File: config.mk
export PLATFORM = sky130hd
export DESIGN_NAME = ts_packet_framer
export DESIGN_NICKNAME = d
export VERILOG_FILES = /design/src/rtl/ts_packet_framer.sv
export SDC_FILE = /design/constraint.sdc
export NUM_CORES = 1
export LEC_CHECK = 0
export CORE_MARGIN = 5
export CORE_UTILIZATION = 35
export CTS_CLUSTER_SIZE = 30
export DETAILED_ROUTE_END_ITERATION = 16
export PLACE_DENSITY = 0.54
export SLEW_MARGIN = 40
export SYNTH_ARGS = -nofsm -noshare
export SYNTH_HDL_FRONTEND = slang
export SYNTH_SLANG_ARGS = --single-unit
File: constraint.sdc
create_clock -name iClk -period 4.65 [get_ports iClk]
set_input_delay 0.93 -clock iClk [delete_from_list [all_inputs] [get_ports iClk]]
set_output_delay 0.93 -clock iClk [all_outputs]
set_load 0.1 [all_outputs]
File: src/rtl/ts_packet_framer.sv
// ts_packet_framer
//
// Acquires MPEG-2 188-byte packet alignment on a raw TS byte stream and paces
// it into 204-byte output slots for the randomizer/RS chain. Each slot carries
// the sync byte (flagged by oPSync), then 187 payload bytes, then 16 zeroed
// check-byte slots (flagged by oCheck) that the RS encoder overwrites.
//
// Optional feature: define NULL_FILL_EN to emit null packets (47 1F FF 10,
// FF x184, 16 check slots) whenever a slot-0 request finds no locked input.
// With NULL_FILL_EN undefined, nothing is emitted in that case and the slot
// counter holds at 0.
//
// Parameters:
//   SYNC_LOCK  consecutive 0x47 bytes at 188-byte spacing to declare lock (2..7)
//   SYNC_LOSS  consecutive missing sync bytes in lock before re-hunting (1..7)
//
// Ports:
//   iClk    clock
//   iRst    asynchronous active-high reset
//   iData   input TS byte
//   iValid  iData valid
//   oReady  combinational; byte consumed when iValid && oReady
//   iEn     downstream byte-slot request (at most one byte emitted per iEn)
//   oData   output byte (registered, one cycle after the emitting iEn)
//   oValid  oData valid
//   oPSync  oValid byte is slot 0 of a 204-byte slot
//   oCheck  oValid byte is a zeroed check byte (slots 188..203), oData = 0
//   oLock   acquisition FSM is in LOCK

module ts_packet_framer #(
  parameter int SYNC_LOCK = 3,
  parameter int SYNC_LOSS = 3
) (
  input  logic       iClk,
  input  logic       iRst,
  input  logic [7:0] iData,
  input  logic       iValid,
  output logic       oReady,
  input  logic       iEn,
  output logic [7:0] oData,
  output logic       oValid,
  output logic       oPSync,
  output logic       oCheck,
  output logic       oLock
);

  localparam logic [7:0] SYNC_BYTE    = 8'h47;
  localparam logic [7:0] LAST_PAYLOAD = 8'd187;
  localparam logic [7:0] LAST_SLOT    = 8'd203;
  localparam logic [2:0] GOOD_LAST    = 3'(SYNC_LOCK - 1);
  localparam logic [2:0] MISS_LAST    = 3'(SYNC_LOSS - 1);

  typedef enum logic [1:0] {
    HUNT,
    VERIFY,
    LOCK
  } acqState_t;

  acqState_t  stateReg, stateNext;
  logic [7:0] hCntReg, hCntNext;     // bytes consumed since the last accepted sync
  logic [2:0] goodReg, goodNext;     // syncs seen at correct spacing while verifying
  logic [2:0] missReg, missNext;     // consecutive bad sync bytes while locked
  logic [7:0] slotReg, slotNext;     // output slot position 0..203
  logic       srcPktReg, srcPktNext; // current output slot carries source data (vs null)

  logic       ready;
  logic       emit;
  logic [7:0] emitData;
  logic       emitPSync;
  logic       emitCheck;
  logic       headIsSync;

  // Null packet body: PID 0x1FFF header, then stuffing.
  function automatic logic [7:0] nullByte(input logic [7:0] slot);
    case (slot)
      8'd0:    nullByte = SYNC_BYTE;
      8'd1:    nullByte = 8'h1F;
      8'd2:    nullByte = 8'hFF;
      8'd3:    nullByte = 8'h10;
      default: nullByte = 8'hFF;
    endcase
  endfunction

  assign headIsSync = (iData == SYNC_BYTE);
  assign oReady     = ready & ~iRst;

  always_comb begin
    stateNext  = stateReg;
    hCntNext   = hCntReg;
    goodNext   = goodReg;
    missNext   = missReg;
    slotNext   = slotReg;
    srcPktNext = srcPktReg;
    ready      = 1'b0;
    emit       = 1'b0;
    emitData   = 8'h00;
    emitPSync  = 1'b0;
    emitCheck  = 1'b0;

    // Acquisition: every byte is pulled through while hunting/verifying.
    unique case (stateReg)
      HUNT: begin
        ready = 1'b1;
        if (iValid && headIsSync) begin
          stateNext = VERIFY;
          hCntNext  = 8'd0;
          goodNext  = 3'd1;
        end
      end
      VERIFY: begin
        if (hCntReg != LAST_PAYLOAD) begin
          ready = 1'b1;
          if (iValid) hCntNext = hCntReg + 8'd1;
        end else begin
          // The final confirming sync is left at the head so it becomes the
          // first byte of the first forwarded packet.
          ready = (goodReg != GOOD_LAST);
          if (iValid) begin
            if (!headIsSync) begin
              stateNext = HUNT;
              goodNext  = 3'd0;
              hCntNext  = 8'd0;
            end else if (goodReg == GOOD_LAST) begin
              stateNext = LOCK;
              missNext  = 3'd0;
            end else begin
              goodNext = goodReg + 3'd1;
              hCntNext = 8'd0;
            end
          end
        end
      end
      LOCK: ; // handled by the slot logic below
      default: stateNext = HUNT;
    endcase

    // Output slot pacing.
    if (iEn) begin
      if (slotReg == 8'd0) begin
        if (stateReg == LOCK && iValid) begin
          if (headIsSync || missReg != MISS_LAST) begin
            // A bad sync is flywheeled: the byte is consumed and 0x47 emitted.
            ready      = 1'b1;
            emit       = 1'b1;
            emitData   = SYNC_BYTE;
            emitPSync  = 1'b1;
            srcPktNext = 1'b1;
            missNext   = headIsSync ? 3'd0 : missReg + 3'd1;
          end else begin
            stateNext = HUNT;
            missNext  = 3'd0;
            goodNext  = 3'd0;
            hCntNext  = 8'd0;
          end
        end else begin
`ifdef NULL_FILL_EN
          emit       = 1'b1;
          emitData   = SYNC_BYTE;
          emitPSync  = 1'b1;
          srcPktNext = 1'b0;
`else
          // No packet to start: nothing emitted, slot holds at 0.
`endif
        end
      end else if (slotReg <= LAST_PAYLOAD) begin
        if (srcPktReg) begin
          // Source packets only exist in LOCK; an input gap holds the slot.
          ready = 1'b1;
          if (iValid) begin
            emit     = 1'b1;
            emitData = iData;
          end
        end else begin
          emit     = 1'b1;
          emitData = nullByte(slotReg);
        end
      end else begin
        emit      = 1'b1;
        emitCheck = 1'b1;
      end
    end

    if (emit) slotNext = (slotReg == LAST_SLOT) ? 8'd0 : slotReg + 8'd1;
  end

  always_ff @(posedge iClk or posedge iRst) begin
    if (iRst) begin
      stateReg  <= HUNT;
      hCntReg   <= 8'd0;
      goodReg   <= 3'd0;
      missReg   <= 3'd0;
      slotReg   <= 8'd0;
      srcPktReg <= 1'b0;
      oData     <= 8'h00;
      oValid    <= 1'b0;
      oPSync    <= 1'b0;
      oCheck    <= 1'b0;
      oLock     <= 1'b0;
    end else begin
      stateReg  <= stateNext;
      hCntReg   <= hCntNext;
      goodReg   <= goodNext;
      missReg   <= missNext;
      slotReg   <= slotNext;
      srcPktReg <= srcPktNext;
      oData     <= emitData;
      oValid    <= emit;
      oPSync    <= emitPSync;
      oCheck    <= emitCheck;
      oLock     <= (stateNext == LOCK);
    end
  end

endmodule

* After elaboration in Yosys (flattened, before gate mapping)
Index checks and enable logic that the tools add are counted.
Storage, ports and cells: bits in registers 37, input bits 12, output and inout bits 13, logic and storage cells 105
Operators by class: add/subtract/negate cells 4, order comparisons 1, equality and inequality tests 11, multiplexer cells 70, bitwise logic cells 2, reduce and logical (&&, ||, !) cells 6
Operators with widths (number):
- 2-to-1 mux 8 bit | 16
- 2-to-1 mux 3 bit | 19
- one-hot mux 8 bit (2 select lines) | 2
- 2-to-1 mux 1 bit | 19
- 2-to-1 mux 2 bit | 9
- adder 8 x 1 -> 8 bit, second input constant | 2
- 2-to-1 mux 7 bit | 2
- equality test 8 x 1 -> 1 bit, second input constant | 1
- equality test 8 x 2 -> 1 bit, second input constant | 1
- equality test 8 x 7 -> 1 bit, second input constant | 1
- equality test 8 bit, second input constant | 1
- less-or-equal comparator 8 bit, second input constant | 1
- zero test 8 bit | 1
- inequality test 8 bit, second input constant | 1
- adder 3 x 1 -> 3 bit, second input constant | 2
- inequality test 3 x 2 -> 1 bit, second input constant | 2
- one-hot mux 2 bit (3 select lines) | 1
- one-hot mux 3 bit (2 select lines) | 1
- equality test 2 bit, second input constant | 2
- AND reduction 4 bit | 1
- equality test 3 x 2 -> 1 bit, second input constant | 1
- equality test 2 x 1 -> 1 bit, second input constant | 1
- logical AND 1 bit | 2
- zero test 2 bit | 1
- other kinds (4) | 4

* Logic depth before layout (Yosys ltp)
depth after elaboration 11, mapped depth 10, gate-level depth less buffers 7

* Least setup slack after synthesis
Ideal clock, no wire load.
kind in2out, start input iData[4], end output oReady, arrival time 3.539 ns, data required time 3.720 ns, slack 0.181 ns, cell stages on the path 4, path buffers 0, cells stage by stage nor4b_1 -> a21oi_1 -> nand2b_1 -> a31oi_1
On the way: cells in the longest elaborated chain, start to end 7
Ends and longest elaborated chain:
- from (decl) | line 36 | input logic [7:0] iData,
- equality test 8 x 7 -> 1 bit | line 84 | assign headIsSync = (iData == SYNC_BYTE);
- logical OR 1 bit | line 141 | if (headIsSync || missReg != MISS_LAST) begin
- 2-to-1 mux 1 bit | line 141
- 2-to-1 mux 1 bit | line 140 | if (stateReg == LOCK && iValid) begin
- 2-to-1 mux 1 bit | line 139 | if (slotReg == 8'd0) begin
- 2-to-1 mux 1 bit | line 138 | if (iEn) begin
- bitwise AND 1 bit | line 85 | assign oReady = ready & ~iRst;
- to (decl) | line 38 | output logic oReady,
Every way passes these cells.

* Worst setup path after layout
start input iValid, end output oReady
On the way: cells in the longest elaborated chain, start to end 5
Ends and longest elaborated chain:
- from (decl) | line 37 | input logic iValid,
- logical AND 1 bit | line 140
- 2-to-1 mux 1 bit | line 140
- 2-to-1 mux 1 bit | line 139
- 2-to-1 mux 1 bit | line 138
- bitwise AND 1 bit | line 85
Every way passes these cells.

==> out/qor.csv <==
metric,value,unit
max-vdd-ir-drop,0.269,mV
cp_top_family,buffers and inverters,
place.gp.congestion,0.820,
via_per_inst,5.41,
dr_total_vias,1752,
numPortBuffers,24,
core,5850,µm²
tns,0,ps
critPathBufInv,3,
drive_gt1_share,10.8,%
avgSynthCellArea,9.08,µm²
grt_first_pass_wirelength,8200,µm
clock_path_buffers,2,
drc,0,
synth.area.mux_share,0.542,%
swShare,48.2,%
p_seq_share,37.3,%
layout_min_cycle_time,3760,ps
grt_overflow,0,
path_max_fanout,14,
critPathSlowestCell,nor3_1,
rsz0062_at_grt,no,
power_frac_comb,44.5,%
crit_path_end_kind,output port,
post-route-period-util,81.0,%
antenna_left,0,
antenna_found_initial,0,
initial_utilization,35.5,%
yosysSeqAreaShare,44.5,%
postSynth.asyncResetShare,100,%
slew_violations,0,
synth-seq-cells,37,
fin_ws,885,ps
relSlewSlack,59.5,%
synthTopCellsByArea,"dfrtp_1, ha_1, o21ai_0, a31oi_1, nand2_1",
ys_warn_count,0,
grt_max_degree,23,
hp-class,reg2reg,
setup_viol,0,
r2r_slack,1990,ps
cts_setup_buffers,0,
h-tree-depth,2,
syn_to_final_growth,15.0,%
crit_chain,clkdlybuf4s50_1 -> buf_4 -> nand4b_1 -> nor3_1 -> nand2b_1 -> a31oi_1 -> buf_12,
insertion_delay,290,ps
synth_top_cell_area_share,44.5,%
p_int,0.000650,W
dp_slack,893,ps
skew,13.9,ps
leakage,1.06,nW
synthTopCellsByCount,"dfrtp_1, nand2_1, o21ai_0",
holdBufCountCts,0,
p_per_area,525,nW/µm²
cts.sinks,37,
cts_tree,built,
routed_wl,4870,µm
synth_area_leader_cell,dfrtp_1,
dr.pass1.iters,4,
maxCapViolCount,0,
ctsResizeCount,0,
p_sw,0.000604,W
worstMarginPinSlew,607,ps
drtIter0Drc,133,
cp.arrival,2830,ps
synthesis.nets,249,
syn_area,2080,µm²
yosysMostFrequentCell,dfrtp_1,
post-dp-hpwl,3550,µm
die_w,87.1,µm
rows,28,
synth_edf_count,0,
synthAdderAreaFrac,4.81,%
fill_cells,586,
grt.total_usage,13.9,%
clockRootBuffer,clkbuf_8,
synth_xor_area_share,0.842,%
yosys.cell_types.count,45,
die_h,87.1,µm
synth_compound_area_share,20.8,%
synth_simple_gate_area_share,22.6,%
clkSlewWorstSetupHoldPaths,80,ps
finalHoldViolations,0,
start_kind,primary input,
cpPeakStageDelay,470,ps
diodes,0,
required,3720,ps
pin_count,25,
nets,269,
dieArea,7580,µm²
path_class,in2out,
synth-main-ff-cell,dfrtp_1,
synth_top_family_by_area,simple AND/OR/NAND/NOR gates,
post_drt_wl_per_cell,15.0,µm
fmax,0.266,GHz
cts-buffers-inserted,5,
grt_pass1_vias,1656,
pwr-share-clk,18.2,%
syn_inst,229,
outcome,"complete, no violations",
## layout make-up
class | count | area (µm²) | area share (%)
multi-input cells | 167 | 1030 | 43.1
flip-flops and latches | 37 | 926 | 38.7
repair buffers | 27 | 213 | 8.90
well taps | 75 | 93.8 | 3.92
clock buffers | 7 | 86.3 | 3.61
inverters | 11 | 41.3 | 1.73
## power groups by stage
stage	sequential, W	clock, W	combinational (W)
global placement	0.000474	0	0.000591
global route	0.000482	0.000247	0.000605
CTS	0.000466	0.000234	0.000562
detailed placement	0.000472	0	0.000561
floorplan	0.000683	0	0.000257
finish	0.000468	0.000228	0.000559
## path summary, 6_finish.rpt
| kind | end | from | cells past startpoint |
|---|---|---|---|
| max in group asynchronous | slotReg[2] | iRst | 3 |
| max reg2reg | slotReg[3] | slotReg[0] | 7 |
| min | hCntReg[7] | hCntReg[7] | 1 |
| min in group asynchronous | hCntReg[1] | iRst | 2 |
| min reg2reg | hCntReg[7] | hCntReg[7] | 1 |
| max | oReady | iValid | 7 |
## sequential cells by signal, indices dropped and copies added, names as in the netlist
signal	count
hCntReg	8
oData	8
slotReg	8
goodReg	3
missReg	3
stateReg	2
oCheck	1
oLock	1
oPSync	1
oValid	1
srcPktReg	1
## cell families (layout without fill, tap and decap cells)
group                    after synthesis  after routing
buffers and inverters                 25             45
adder cells (fa/ha/maj)                8              8
multiplexers                           1              1
XOR/XNOR                               2              2
AO/OA/AOI/OAI                         70             70
AND/OR/NAND/NOR                       86             86
flip-flops                            37             37
## worst register-to-register path: cells and delay by family, from the launching register on
family	cells	cell delay [ps]
AO/OA/AOI/OAI	3	1010
AND/OR/NAND/NOR	2	870
buffers and inverters	1	80
flip-flops	1	420
adder cells (fa/ha/maj)	1	140
## stage by stage
stage | instance area (µm²) | util (%) | hold WS [ps] | cells | total power, W
after floorplan | 2080 | - | 452 | 229 | 0.000940
after global placement | 2360 | 40.4 | 488 | 317 | 0.00106
after detailed placement | 2300 | 39.4 | 489 | 317 | 0.00103
after CTS | 2390 | 40.9 | 501 | 324 | 0.00126
after global routing | 2390 | 40.9 | 538 | 324 | 0.00133
final | 2390 | 40.9 | 500 | 324 | 0.00125
## per-layer routing
metal  vias up  routed length, µm  GRT usage (%)  part of all wire (%)
met1       825               2330           19.3                    48
met5         -                  0              0                     0
li1        871                  -              -                     -
met3         7                366           4.16                   7.5
met2        49               2090           20.2                    43
met4         0                 90           5.38                   1.8
## cells in the final DEF, fill, tap and decap left out, types with 6 or more instances in the layout
| cell | instances |
|---|---|
| a21oi_1 | 14 |
| a31oi_1 | 14 |
| buf_2 | 12 |
| clkbuf_8 | 6 |
| clkdlybuf4s50_1 | 11 |
| dfrtp_1 | 37 |
| ha_1 | 8 |
| inv_1 | 11 |
| nand2_1 | 23 |
| nand2b_1 | 7 |
| nand3_1 | 10 |
| nor2_1 | 9 |
| o21ai_0 | 20 |
Power figures use the tool's default switching activity.
